==> src/rtl/vga_vmem_reader.sv <==
// VGA 640x480@60 scan-out of the 32x32 colour-cell video memory.
// Two-tick pipeline: counters -> read address / sync / visibility -> RGB and sync pins.
module vga_vmem_reader #(
  parameter int H_VISIBLE = 640,
  parameter int H_FRONT   = 16,
  parameter int H_SYNC    = 96,
  parameter int H_BACK    = 48,
  parameter int V_VISIBLE = 480,
  parameter int V_FRONT   = 10,
  parameter int V_SYNC    = 2,
  parameter int V_BACK    = 33,
  parameter int CELL_W    = 20,
  parameter int CELL_H    = 15
) (
  input  logic       Clock,
  input  logic       Reset,
  input  logic       iPixelEnable,
  output logic [9:0] oReadAddress,
  input  logic [2:0] iReadData,
  output logic       oRed,
  output logic       oGreen,
  output logic       oBlue,
  output logic       oHSync,
  output logic       oVSync,
  output logic       oFrameStart
);

  localparam int H_TOTAL = H_VISIBLE + H_FRONT + H_SYNC + H_BACK;
  localparam int V_TOTAL = V_VISIBLE + V_FRONT + V_SYNC + V_BACK;

  localparam logic [9:0] H_LAST   = 10'(H_TOTAL - 1);
  localparam logic [9:0] V_LAST   = 10'(V_TOTAL - 1);
  localparam logic [9:0] H_VIS    = 10'(H_VISIBLE);
  localparam logic [9:0] V_VIS    = 10'(V_VISIBLE);
  localparam logic [9:0] HS_START = 10'(H_VISIBLE + H_FRONT);
  localparam logic [9:0] HS_END   = 10'(H_VISIBLE + H_FRONT + H_SYNC);
  localparam logic [9:0] VS_START = 10'(V_VISIBLE + V_FRONT);
  localparam logic [9:0] VS_END   = 10'(V_VISIBLE + V_FRONT + V_SYNC);
  localparam logic [4:0] XSUB_LAST = 5'(CELL_W - 1);
  localparam logic [4:0] YSUB_LAST = 5'(CELL_H - 1);

  logic [9:0] hcount_q, hcount_d;
  logic [9:0] vcount_q, vcount_d;
  logic [4:0] xsub_q, xsub_d;
  logic [4:0] col_q, col_d;
  logic [4:0] ysub_q, ysub_d;
  logic [4:0] row_q, row_d;
  logic       h_wrap, v_wrap, h_vis, v_vis;

  logic [9:0] addr_p1_q;
  logic       vis_p1_q, hs_p1_q, vs_p1_q;
  logic [2:0] rgb_p2_q;
  logic       hs_p2_q, vs_p2_q;
  logic       frame_q;

  always_comb begin
    h_wrap   = (hcount_q == H_LAST);
    v_wrap   = h_wrap && (vcount_q == V_LAST);
    h_vis    = (hcount_q < H_VIS);
    v_vis    = (vcount_q < V_VIS);

    hcount_d = h_wrap ? 10'd0 : hcount_q + 10'd1;
    vcount_d = vcount_q;
    if (h_wrap) begin
      vcount_d = v_wrap ? 10'd0 : vcount_q + 10'd1;
    end

    // col rolls 31 -> 0 on the last visible pixel, so blanking reads cell column 0
    xsub_d = xsub_q;
    col_d  = col_q;
    if (h_wrap) begin
      xsub_d = 5'd0;
      col_d  = 5'd0;
    end else if (h_vis) begin
      if (xsub_q == XSUB_LAST) begin
        xsub_d = 5'd0;
        col_d  = col_q + 5'd1;
      end else begin
        xsub_d = xsub_q + 5'd1;
      end
    end

    ysub_d = ysub_q;
    row_d  = row_q;
    if (v_wrap) begin
      ysub_d = 5'd0;
      row_d  = 5'd0;
    end else if (h_wrap && v_vis) begin
      if (ysub_q == YSUB_LAST) begin
        ysub_d = 5'd0;
        row_d  = row_q + 5'd1;
      end else begin
        ysub_d = ysub_q + 5'd1;
      end
    end
  end

  // Stage 0: raster and cell counters
  always_ff @(posedge Clock or posedge Reset) begin
    if (Reset) begin
      hcount_q <= 10'd0;
      vcount_q <= 10'd0;
      xsub_q   <= 5'd0;
      col_q    <= 5'd0;
      ysub_q   <= 5'd0;
      row_q    <= 5'd0;
    end else if (iPixelEnable) begin
      hcount_q <= hcount_d;
      vcount_q <= vcount_d;
      xsub_q   <= xsub_d;
      col_q    <= col_d;
      ysub_q   <= ysub_d;
      row_q    <= row_d;
    end
  end

  // Stage 1: memory address, visibility and raw sync levels
  always_ff @(posedge Clock or posedge Reset) begin
    if (Reset) begin
      addr_p1_q <= 10'd0;
      vis_p1_q  <= 1'b0;
      hs_p1_q   <= 1'b1;
      vs_p1_q   <= 1'b1;
    end else if (iPixelEnable) begin
      addr_p1_q <= {row_q, col_q};
      vis_p1_q  <= h_vis && v_vis;
      hs_p1_q   <= !((hcount_q >= HS_START) && (hcount_q < HS_END));
      vs_p1_q   <= !((vcount_q >= VS_START) && (vcount_q < VS_END));
    end
  end

  // Stage 2: colour from memory, sync delayed to stay aligned with it
  always_ff @(posedge Clock or posedge Reset) begin
    if (Reset) begin
      rgb_p2_q <= 3'b000;
      hs_p2_q  <= 1'b1;
      vs_p2_q  <= 1'b1;
    end else if (iPixelEnable) begin
      rgb_p2_q <= vis_p1_q ? iReadData : 3'b000;
      hs_p2_q  <= hs_p1_q;
      vs_p2_q  <= vs_p1_q;
    end
  end

  // Frame strobe is a single Clock wide even when the pixel tick is slower
  always_ff @(posedge Clock or posedge Reset) begin
    if (Reset) begin
      frame_q <= 1'b0;
    end else begin
      frame_q <= iPixelEnable && v_wrap;
    end
  end

  assign oReadAddress = addr_p1_q;
  assign oRed         = rgb_p2_q[2];
  assign oGreen       = rgb_p2_q[1];
  assign oBlue        = rgb_p2_q[0];
  assign oHSync       = hs_p2_q;
  assign oVSync       = vs_p2_q;
  assign oFrameStart  = frame_q;

endmodule

==> config.mk <==
export PLATFORM = sky130hd
export DESIGN_NAME = vga_vmem_reader
export DESIGN_NICKNAME = d
export VERILOG_FILES = /design/src/rtl/vga_vmem_reader.sv
export SDC_FILE = /design/constraint.sdc
export NUM_CORES = 1
export LEC_CHECK = 0
export ABC_AREA = 1
export CORE_UTILIZATION = 63
export CTS_CLUSTER_DIAMETER = 100
export DETAILED_ROUTE_END_ITERATION = 6
export GPL_TIMING_DRIVEN = 0
export HOLD_SLACK_MARGIN = 0.15
export PLACE_DENSITY_LB_ADDON = 0.05
export SYNTH_ARGS = -nofsm -noshare
export SYNTH_HDL_FRONTEND = slang
export SYNTH_SLANG_ARGS = --single-unit
export TNS_END_PERCENT = 30
==> constraint.sdc <==
create_clock -name Clock -period 4.2 [get_ports Clock]
set_input_delay 0.42 -clock Clock [delete_from_list [all_inputs] [get_ports Clock]]
set_output_delay 0.42 -clock Clock [all_outputs]
set_load 0.1 [all_outputs]
==> metrics.txt, run 1 <==
Vias/cell=5.407; f_max=410.4 MHz; share of the synthesized area in the top cell type=42.99%; HP Class=input pin to asynchronous set/reset pin; ant diodes=0; top cells by area, synth=dfrtp_1, nand2_1, nand3_1; nature of the critical path endpoint=output port; worst-margin pin slew=0.9782 ns; status=completed; Final Hold Fails=0; GRT Residual Overflow=0; drt first pass iters=4; initial antenna violation count=0; Detailed Route WL=6727 um; crit path from=oHSync$_DFFE_PP1P_; crit path launch type=register; ys flop type=dfrtp_1; Critical Path RT=3.78 ns; max incr delay on CP=1.13 ns; vias in the first global route=2,531; Fillers=364; Worst-path clk slew=0.07 ns; r2r setup slk=2.39 ns; post-synth top area cell=dfrtp_1; fin cells=492; first-pass GRT wire length=11,180 um; Detail Placement HPWL=4592 um; CTS tree=done; Relative slew margins=34.59%; Power Dens Cells=451.0 mW/mm^2; # DRC=0; Setup-failing EPs final=0; cells on worst reg2reg path=10; Netlist cell types=33; largest net degree at the start of global routing=40; Slowest-stage cell, CP=clkdlybuf4s50_1; IR drop worst, VDD=0.3336 mV; most frequent cells after synthesis=nand2_1, dfrtp_1, inv_1, nand3_1, nor2_1; PostCTS Resize Cnt=0; H-tree depth=3; LEAKAGE=1.795 nW; setup TNS=0 ns; hold slack=0.4004 ns; Starting Density=66.47%; # IOs=22; antenna-violating nets left=0; Hold Buf Count CTS=0; critical path type=register to output port; Post-Route Utilization=77.51%; DR WL/cell=13.67 um; Clk Latency, worst-skew pair=0.35 ns; Max Cap Viol=0; count of state elements after synthesis=59; Bufs on Longest Clock Path=2; share of layout cells above drive strength 1=14.12%; port bufs=20; Post-synth EDFFs=0; worst reg2reg startpoint=hcount_q[0]$_DFFE_PP0P_; Mapped Cells=388; die area=0.005371 sq mm; Placed Cells=476; final worst-path cycle share=58.02%; most common cell in the synthesized netlist=nand2_1; fin. max-slew vios=0; Final GP Congestion=0.8925; delay-heaviest family, CP=buffers and inverters; total vias in the final route=2,660; RSZ-0062 raised after global routing=no; Die X=73.29 um; nets=435; core box area=0.004817 sq mm; Tmin final=2.437 ns; CTS buffer count=9; area delta synth->final=16.61%; CTS sink count=59; Setup Fix Bufs, Post-CTS=0; Cell Rows=25; die span in y=73.29 um; drt first-iter violations=96; Warnings, synthesis=0; Clock Skew=0.007820 ns; WP buf/inv=1; syn avg cell area=8.252 sq um; critical path fanouts, max=2; WP data arrival=2.02 ns; sequential share of the synthesized area=46.27%; post-synth net total=403; Mapped Area=0.003202 sq mm; reg2reg end=row_q[3]$_DFFE_PP0P_; CTS Root Cell=clkbuf_8; GRT Total Usage=27.99%; worst-path cell chain=clkdlybuf4s50_1; share of synthesized registers carrying an async set or reset=100.0%
-- sequential cells by signal, summed over array words and instances, names as in the netlist, 3 cells and up --
| name | flops |
|---|---|
| col_q | 5 |
| hcount_q | 10 |
| oReadAddress | 10 |
| rgb_p2_q | 3 |
| row_q | 5 |
| vcount_q | 10 |
| xsub_q | 5 |
| ysub_q | 5 |
-- kinds of logic (layout without fill, tap and decap cells) --
family                     Yosys count  count (layout)  synth area share, %
adders and majority gates            9               9                3.517
DFF                                 59              59                46.27
buffers and inverters               54              91                7.190
and+or+nand+nor                    207             207                30.09
AOI/OAI and AO/OA                   46              46                9.379
xor gates and xnor gates            13              13                3.556
-- cells in the final DEF (no fill, tap or decap), drive strengths merged, types with 3 or more instances in the layout --
| cell | Yosys | routed |
|---|---|---|
| xor2 | 11 | 11 |
| dfrtp | 55 | 55 |
| ha | 9 | 9 |
| or2 | 3 | 3 |
| o21ai | 34 | 34 |
| a21oi | 9 | 9 |
| clkbuf | 4 | 16 |
| nand3b | 3 | 3 |
| dfstp | 4 | 4 |
| clkdlybuf4s50 | 0 | 20 |
| inv | 44 | 44 |
| buf | 6 | 7 |
| nand3 | 36 | 36 |
| nand4 | 9 | 9 |
| nand2 | 109 | 109 |
| nor3 | 5 | 5 |
| nor2 | 40 | 40 |
-- layout make-up --
type                            count  area [sq um]  area share [%]
Buffer                             10         65.06           1.743
Clock buffer                       12         155.1           4.156
Clock inverter                      4         72.57           1.944
Inverter                           44         165.2           4.424
Multi-Input combinational cell    275          1490           39.91
Sequential cell                    59          1481           39.68
Tap cell                           67         83.83           2.245
Timing Repair Buffer               21         220.2           5.898
-- metal layers --
metal | wire length [um] | part of all wire [%] | GRT usage (%) | vias up
met5 | 0 | 0 | 0 | -
met4 | 126 | 1.9 | 14.96 | 0
met3 | 280 | 4.2 | 4.938 | 17
met2 | 3264 | 49 | 46.50 | 72
met1 | 3055 | 45 | 34.93 | 1264
li1 | - | - | - | 1307
-- where the power goes --
part | switching (W) | internal [W] | total, W
clock | 0.000231 | 0.000365 | 0.000596
combinational | 0.000241 | 0.000115 | 0.000357
sequential | 0.0000849 | 0.000646 | 0.000731
-- stage by stage --
stage / setup WS [ns] / total power (W) / cell area, sq um
floorplan: 2.330 / 0.001003 / 3202
global placement: 1.279 / 0.001069 / 3486
detailed placement: 2.135 / 0.001088 / 3506
CTS: 1.752 / 0.001684 / 3734
global route: 1.739 / 0.001752 / 3734
finish: 1.763 / 0.001684 / 3734
-- how the worst max path moves through the flow --
stage                                    endpoint  slack [ns]  cells after the start
after detailed placement                   oHSync        2.14                      1
after global placement    vcount_q[3]$_DFFE_PP0P_        1.28                      2
after floorplan              col_q[0]$_DFFE_PP0P_        2.33                      1
after global routing                       oVSync        1.74                      1
after CTS                                  oHSync        1.75                      1
final                                      oHSync        1.76                      1
Power figures use the tool's default switching activity.
==> run 2, diff against run 1 <==
--- a/config.mk
+++ b/config.mk
@@ -6,7 +6,7 @@
 export NUM_CORES = 1
 export LEC_CHECK = 0
 export ABC_AREA = 1
-export CORE_UTILIZATION = 63
+export CORE_UTILIZATION = 53
 export CTS_CLUSTER_DIAMETER = 100
 export DETAILED_ROUTE_END_ITERATION = 6
 export GPL_TIMING_DRIVEN = 0
==> constraint.sdc (replaced) <==
create_clock -name Clock -period 2.2 [get_ports Clock]
set_input_delay 0.22 -clock Clock [delete_from_list [all_inputs] [get_ports Clock]]
set_output_delay 0.22 -clock Clock [all_outputs]
set_load 0.1 [all_outputs]
==> run 2 against run 1 <==
Against the previous run: final cell count grew 1.0%; first-iteration DRC count shrank 11%; wire length shrank 5.3%; critical path depth is the same; total power grew 80%; non-clock buffer count is the same; combinational power grew 87%; utilization shrank 12 points; sequential power grew 90%; clock skew grew 0.0019 ns; die area grew 18%; critical endpoint is now oReadAddress[4].
==> metrics.txt, run 2 (synthesis gave the netlist of run 1 again) <==
status=completed; Slowest-stage cell, CP=clkdlybuf4s50_1; Power Dens Cells=817.3 mW/mm^2; Max Cap Viol=0; Critical Path RT=1.98 ns; critical path fanouts, max=2; met3 GRT Util=4.000%; drt first-iter violations=85; CTS Root Cell=clkbuf_8; port bufs=20; Relative slew margins=35.06%; CTS sink count=59; die area=0.006356 sq mm; f_max=487.4 MHz; area delta synth->final=15.67%; die span in y=79.73 um; area post-placement=0.003512 sq mm; Fillers=473; Detailed Route WL=6368 um; Clock Skew=0.009759 ns; ant diodes=0; GRT Total Usage=22.81%; met1 usage=31.30%; Power Total=0.003027 W; delay-heaviest family, CP=buffers and inverters; initial antenna violation count=0; Setup-failing EPs final=0; commonest non-fill, non-tap cell in the layout=nand2_1; gr busiest metal=met2; total vias in the final route=2,548; nature of the critical path endpoint=output port; first-pass GRT wire length=10,940 um; worst-margin pin slew=0.9710 ns; core box area=0.005675 sq mm; Detail Placement HPWL=4488 um; Bufs on Longest Clock Path=2; antenna-violating nets left=0; HP Class=input pin to asynchronous set/reset pin; Die X=79.73 um; CTS buffer count=9; Final Hold Fails=0; DR WL/cell=12.81 um; met2 Use GR=34.79%; Starting Density=56.42%; drt first pass iters=4; Clk Latency, worst-skew pair=0.34 ns; IR drop worst, VDD=0.6524 mV; largest net degree at the start of global routing=43; # IOs=22; fin. max-slew vios=0; crit path launch type=register; most frequent cells in the layout=nand2_1, dfrtp_1, inv_1, nand3_1, nor2_1; nets=435; H-tree depth=3; RSZ-0062 raised after global routing=no; max incr delay on CP=1.13 ns; vias in the first global route=2,382; LEAKAGE=1.781 nW; Final GP Congestion=0.8525; Tmin final=2.052 ns; # DRC=0; Cell Rows=27; Vias/cell=5.127; GRT Residual Overflow=0; Worst-path clk slew=0.07 ns; fin area=0.003704 sq mm; share of layout cells above drive strength 1=14.12%; final worst-path cycle share=93.26%; WP data arrival=1.83 ns; WP buf/inv=1; CTS tree=done; critical path type=register to output port; worst-path cell chain=clkdlybuf4s50_1
run 2: what timing repair did:
item | in CTS | in global routing
gates resized for setup | 2 | 0
setup buffers | 0 | 0
endpoints found under the setup margin | 2 | 0
hold buffers | 0 | 0
run 2: cell type report:
type / count / area, sq um / share of cell area [%]
multi-input cells: 275 / 1490 / 40.24
clock buffers: 11 / 141.4 / 3.818
inverters: 44 / 165.2 / 4.459
plain buffers: 10 / 65.06 / 1.757
clock inverters: 5 / 52.55 / 1.419
well taps: 72 / 90.09 / 2.432
repair buffers: 21 / 217.7 / 5.878
flip-flops and latches: 59 / 1481 / 40.00
run 2: path summary, 6_finish.rpt:
path	from	endpoint	slack, ns	depth (start not counted)
min in group Clock	iPixelEnable	hcount_q[2]$_DFFE_PP0P_	0.27	4
worst min register to register	vs_p1_q$_DFFE_PP1P_	oVSync$_DFFE_PP1P_	0.46	2
worst min-delay path	Reset	oReadAddress[2]$_DFFE_PP0P_	0.19	2
worst max register to register	hcount_q[0]$_DFFE_PP0P_	row_q[1]$_DFFE_PP0P_	0.43	10
max in group asynchronous	Reset	vs_p1_q$_DFFE_PP1P_	1.39	3
worst max-delay path	oReadAddress[4]$_DFFE_PP0P_	oReadAddress[4]	0.15	1
run 2: power by group:
group          internal, W  switching (W)  total, W
Combinational     0.000218       0.000448  0.000666
Clock             0.000548       0.000427  0.000975
Sequential         0.00123       0.000152   0.00139
Total              0.00200        0.00103   0.00303
run 2: metrics by stage:
step / std cells / setup WS [ns] / hold slack [ns] / TNS [ns] / util (%)
global route: 497 / 0.09993 / 0.2341 / 0 / 65.26
global placement: 480 / -0.5892 / 0.4524 / -32.43 / 61.53
floorplan: 388 / 0.5303 / 0.3608 / 0 / -
finish: 497 / 0.1483 / 0.1883 / 0 / 65.26
detailed placement: 481 / 0.3269 / 0.4595 / 0 / 61.88
CTS: 497 / 0.1324 / 0.1941 / 0 / 65.26
run 2: routing by layer:
metal  share of wire [%]  routed length, um  vias up
li1                    -                  -     1314
met2                  45               2878       55
met1                  49               3113     1169
met4                 1.2                 79        0
met5                   0                  0        -
met3                 4.6                296       10
==> run 3, diff against run 2 <==
--- a/config.mk
+++ b/config.mk
@@ -5,13 +5,13 @@
 export SDC_FILE = /design/constraint.sdc
 export NUM_CORES = 1
 export LEC_CHECK = 0
-export ABC_AREA = 1
-export CORE_UTILIZATION = 53
+export CORE_UTILIZATION = 52
 export CTS_CLUSTER_DIAMETER = 100
 export DETAILED_ROUTE_END_ITERATION = 6
 export GPL_TIMING_DRIVEN = 0
 export HOLD_SLACK_MARGIN = 0.15
 export PLACE_DENSITY_LB_ADDON = 0.05
+export SETUP_SLACK_MARGIN = 0.3
 export SYNTH_ARGS = -nofsm -noshare
 export SYNTH_HDL_FRONTEND = slang
 export SYNTH_SLANG_ARGS = --single-unit
==> run 3 against run 2 <==
Against the previous run: critical path depth unchanged; largest power group unchanged; register-to-register slack worse by 0.11 ns; critical path type unchanged; flip-flop and latch count unchanged; clock-buffer cell count unchanged; design area down 2.7%.
==> metrics.txt, run 3 <==
area post-placement=0.003203 sq mm; drt first pass iters=4; Power Dens Cells=923.7 mW/mm^2; Mapped Cells=287; most frequent cells after synthesis=dfrtp_1, o21ai_0, nand2_1, nand3_1, nor2_1; Post-Route Utilization=68.82%; fin. max-slew vios=0; Critical Path RT=1.98 ns; max incr delay on CP=1.13 ns; CTS tree=done; critical path type=register to output port; die area=0.005870 sq mm; worst-margin pin slew=0.9674 ns; GRT Residual Overflow=0; first-pass GRT wire length=10,560 um; fin worst setup slack=0.1732 ns; GRT Total Usage=23.31%; # DRC=0; Starting Density=55.28%; f_max=493.4 MHz; H-tree depth=3; ys flop type=dfrtp_1; Clock Skew=0.006329 ns; Detailed Route WL=6136 um; LEAKAGE=1.586 nW; post-synth net total=302; fin area=0.003605 sq mm; drt first-iter violations=143; antenna-violating nets left=0; share of synthesized registers carrying an async set or reset=100.0%; Synth Area in Simple Gates=22.26%; CTS sink count=59; Warnings, synthesis=0; most common cell in the synthesized netlist=dfrtp_1; die span in y=76.62 um; total vias in the final route=2,275; Synth Area in Compound Gates=10.89%; ant diodes=0; Mapped Area=0.002895 sq mm; final worst-path cycle share=92.13%; Vias/cell=5.631; Cell Rows=26; RSZ-0062 raised after global routing=yes; HP Class=input pin to register; Worst-path clk slew=0.07 ns; Final Hold Fails=0; nets=344; DR WL/cell=15.19 um; largest net degree at the start of global routing=32; WP data arrival=1.81 ns; CTS buffer count=9; Final GP Congestion=0.8161; mux share of post-synthesis cell area=4.667%; IR drop worst, VDD=0.6928 mV; Tmin final=2.027 ns; # IOs=22; Die X=76.62 um; vias in the first global route=2,196; most frequent cells in the layout=dfrtp_1, o21ai_0, nand2_1, nand3_1, nor2_1; delay-heaviest family, CP=buffers and inverters; setup TNS=0 ns; Hold Buf Count CTS=0; nature of the critical path endpoint=output port; Detail Placement HPWL=4052 um; area delta synth->final=24.50%; port bufs=20; core box area=0.005238 sq mm; Post-synth EDFFs=0; post-synth top area cell=dfrtp_1; Post-Place Setup Slack=0.1428 ns; share of layout cells above drive strength 1=20.06%; main combinational cell family by area after synthesis=simple AND/OR/NAND/NOR gates; Slowest-stage cell, CP=clkdlybuf4s50_1; status=completed; Netlist cell types=47; count of state elements after synthesis=59; worst-path cell chain=clkdlybuf4s50_1; WP buf/inv=1; sequential share of the synthesized area=51.17%; initial antenna violation count=0; critical path fanouts, max=2; Clk Latency, worst-skew pair=0.33 ns; top cells by area, synth=dfrtp_1, o21ai_0, mux2_2; Setup-failing EPs final=0; CTS Root Cell=clkbuf_8; xor-xnor portion of the synthesized cell area=4.235%; crit path launch type=register; Max Cap Viol=0; syn avg cell area=10.09 sq um; Relative slew margins=35.31%; post-synthesis adder-cell area fraction=3.889%; share of the synthesized area in the top cell type=47.54%; Bufs on Longest Clock Path=2; commonest non-fill, non-tap cell in the layout=dfrtp_1
## run 3: layout make-up
class                           instances  area (sq um)
Tap cell                               70         87.58
Clock buffer                           11         141.4
Inverter                               13         48.80
Sequential cell                        59          1481
Clock inverter                          5         100.1
Timing Repair Buffer                   31         297.8
Buffer                                  8         45.04
Multi-Input combinational cell        207          1403
Fill cell                             385          1633
## run 3: metrics by stage
step,power (W),hold WS [ns],instances
5_1_grt,0.003480,0.2815,404
2_1_floorplan,0.001948,0.3701,287
3_5_place_dp,0.002122,0.4937,378
6_report,0.003330,0.2708,404
4_1_cts,0.003338,0.2515,399
3_3_place_gp,0.002102,0.4802,377
## run 3: repair_timing
| item | 4_1_cts | 5_1_grt |
|---|---|---|
| endpoints found under the setup margin | 31 | 33 |
| setup buffers | 5 | 5 |
| gates resized for setup | 16 | 18 |
| pin swaps | 1 | 3 |
| hold endpoints to repair | 0 | 0 |
## run 3: cell families (layout without fill, tap and decap cells)
group / count (synthesis) / after routing
AOI/OAI and AO/OA: 55 / 55
xor gates and xnor gates: 14 / 14
adders and majority gates: 9 / 9
buffers and inverters: 21 / 68
DFF: 59 / 59
muxes: 12 / 12
and+or+nand+nor: 117 / 117
## run 3: worst paths after layout
kind / start / endpoint / slack, ns / depth (start not counted)
min in group asynchronous: Reset / oReadAddress[6]$_DFFE_PP0P_ / 0.30 / 2
max in group asynchronous: Reset / vs_p1_q$_DFFE_PP1P_ / 1.25 / 3
max: oReadAddress[1]$_DFFE_PP0P_ / oReadAddress[1] / 0.17 / 1
max reg2reg: vcount_q[0]$_DFFE_PP0P_ / ysub_q[3]$_DFFE_PP0P_ / 0.32 / 8
min: iPixelEnable / hcount_q[3]$_DFFE_PP0P_ / 0.27 / 3
min reg2reg: oReadAddress[0]$_DFFE_PP0P_ / oReadAddress[0]$_DFFE_PP0P_ / 0.50 / 1
## run 3: report_power, final
group / total [W] / leakage [nW] / internal (W) / switching (W)
Clock: 0.00120 / 0.123 / 0.000780 / 0.000417
Combinational: 0.000729 / 0.717 / 0.000251 / 0.000479
Sequential: 0.00140 / 0.746 / 0.00124 / 0.000166
## run 3: metal layers
layer | vias to the layer above | wire, um | global-route usage [%]
met5 | - | 0 | 0
met4 | 0 | 31 | 6.346
met3 | 4 | 222 | 6.826
met2 | 59 | 2942 | 37.12
met1 | 1103 | 2938 | 31.05
li1 | 1109 | - | -
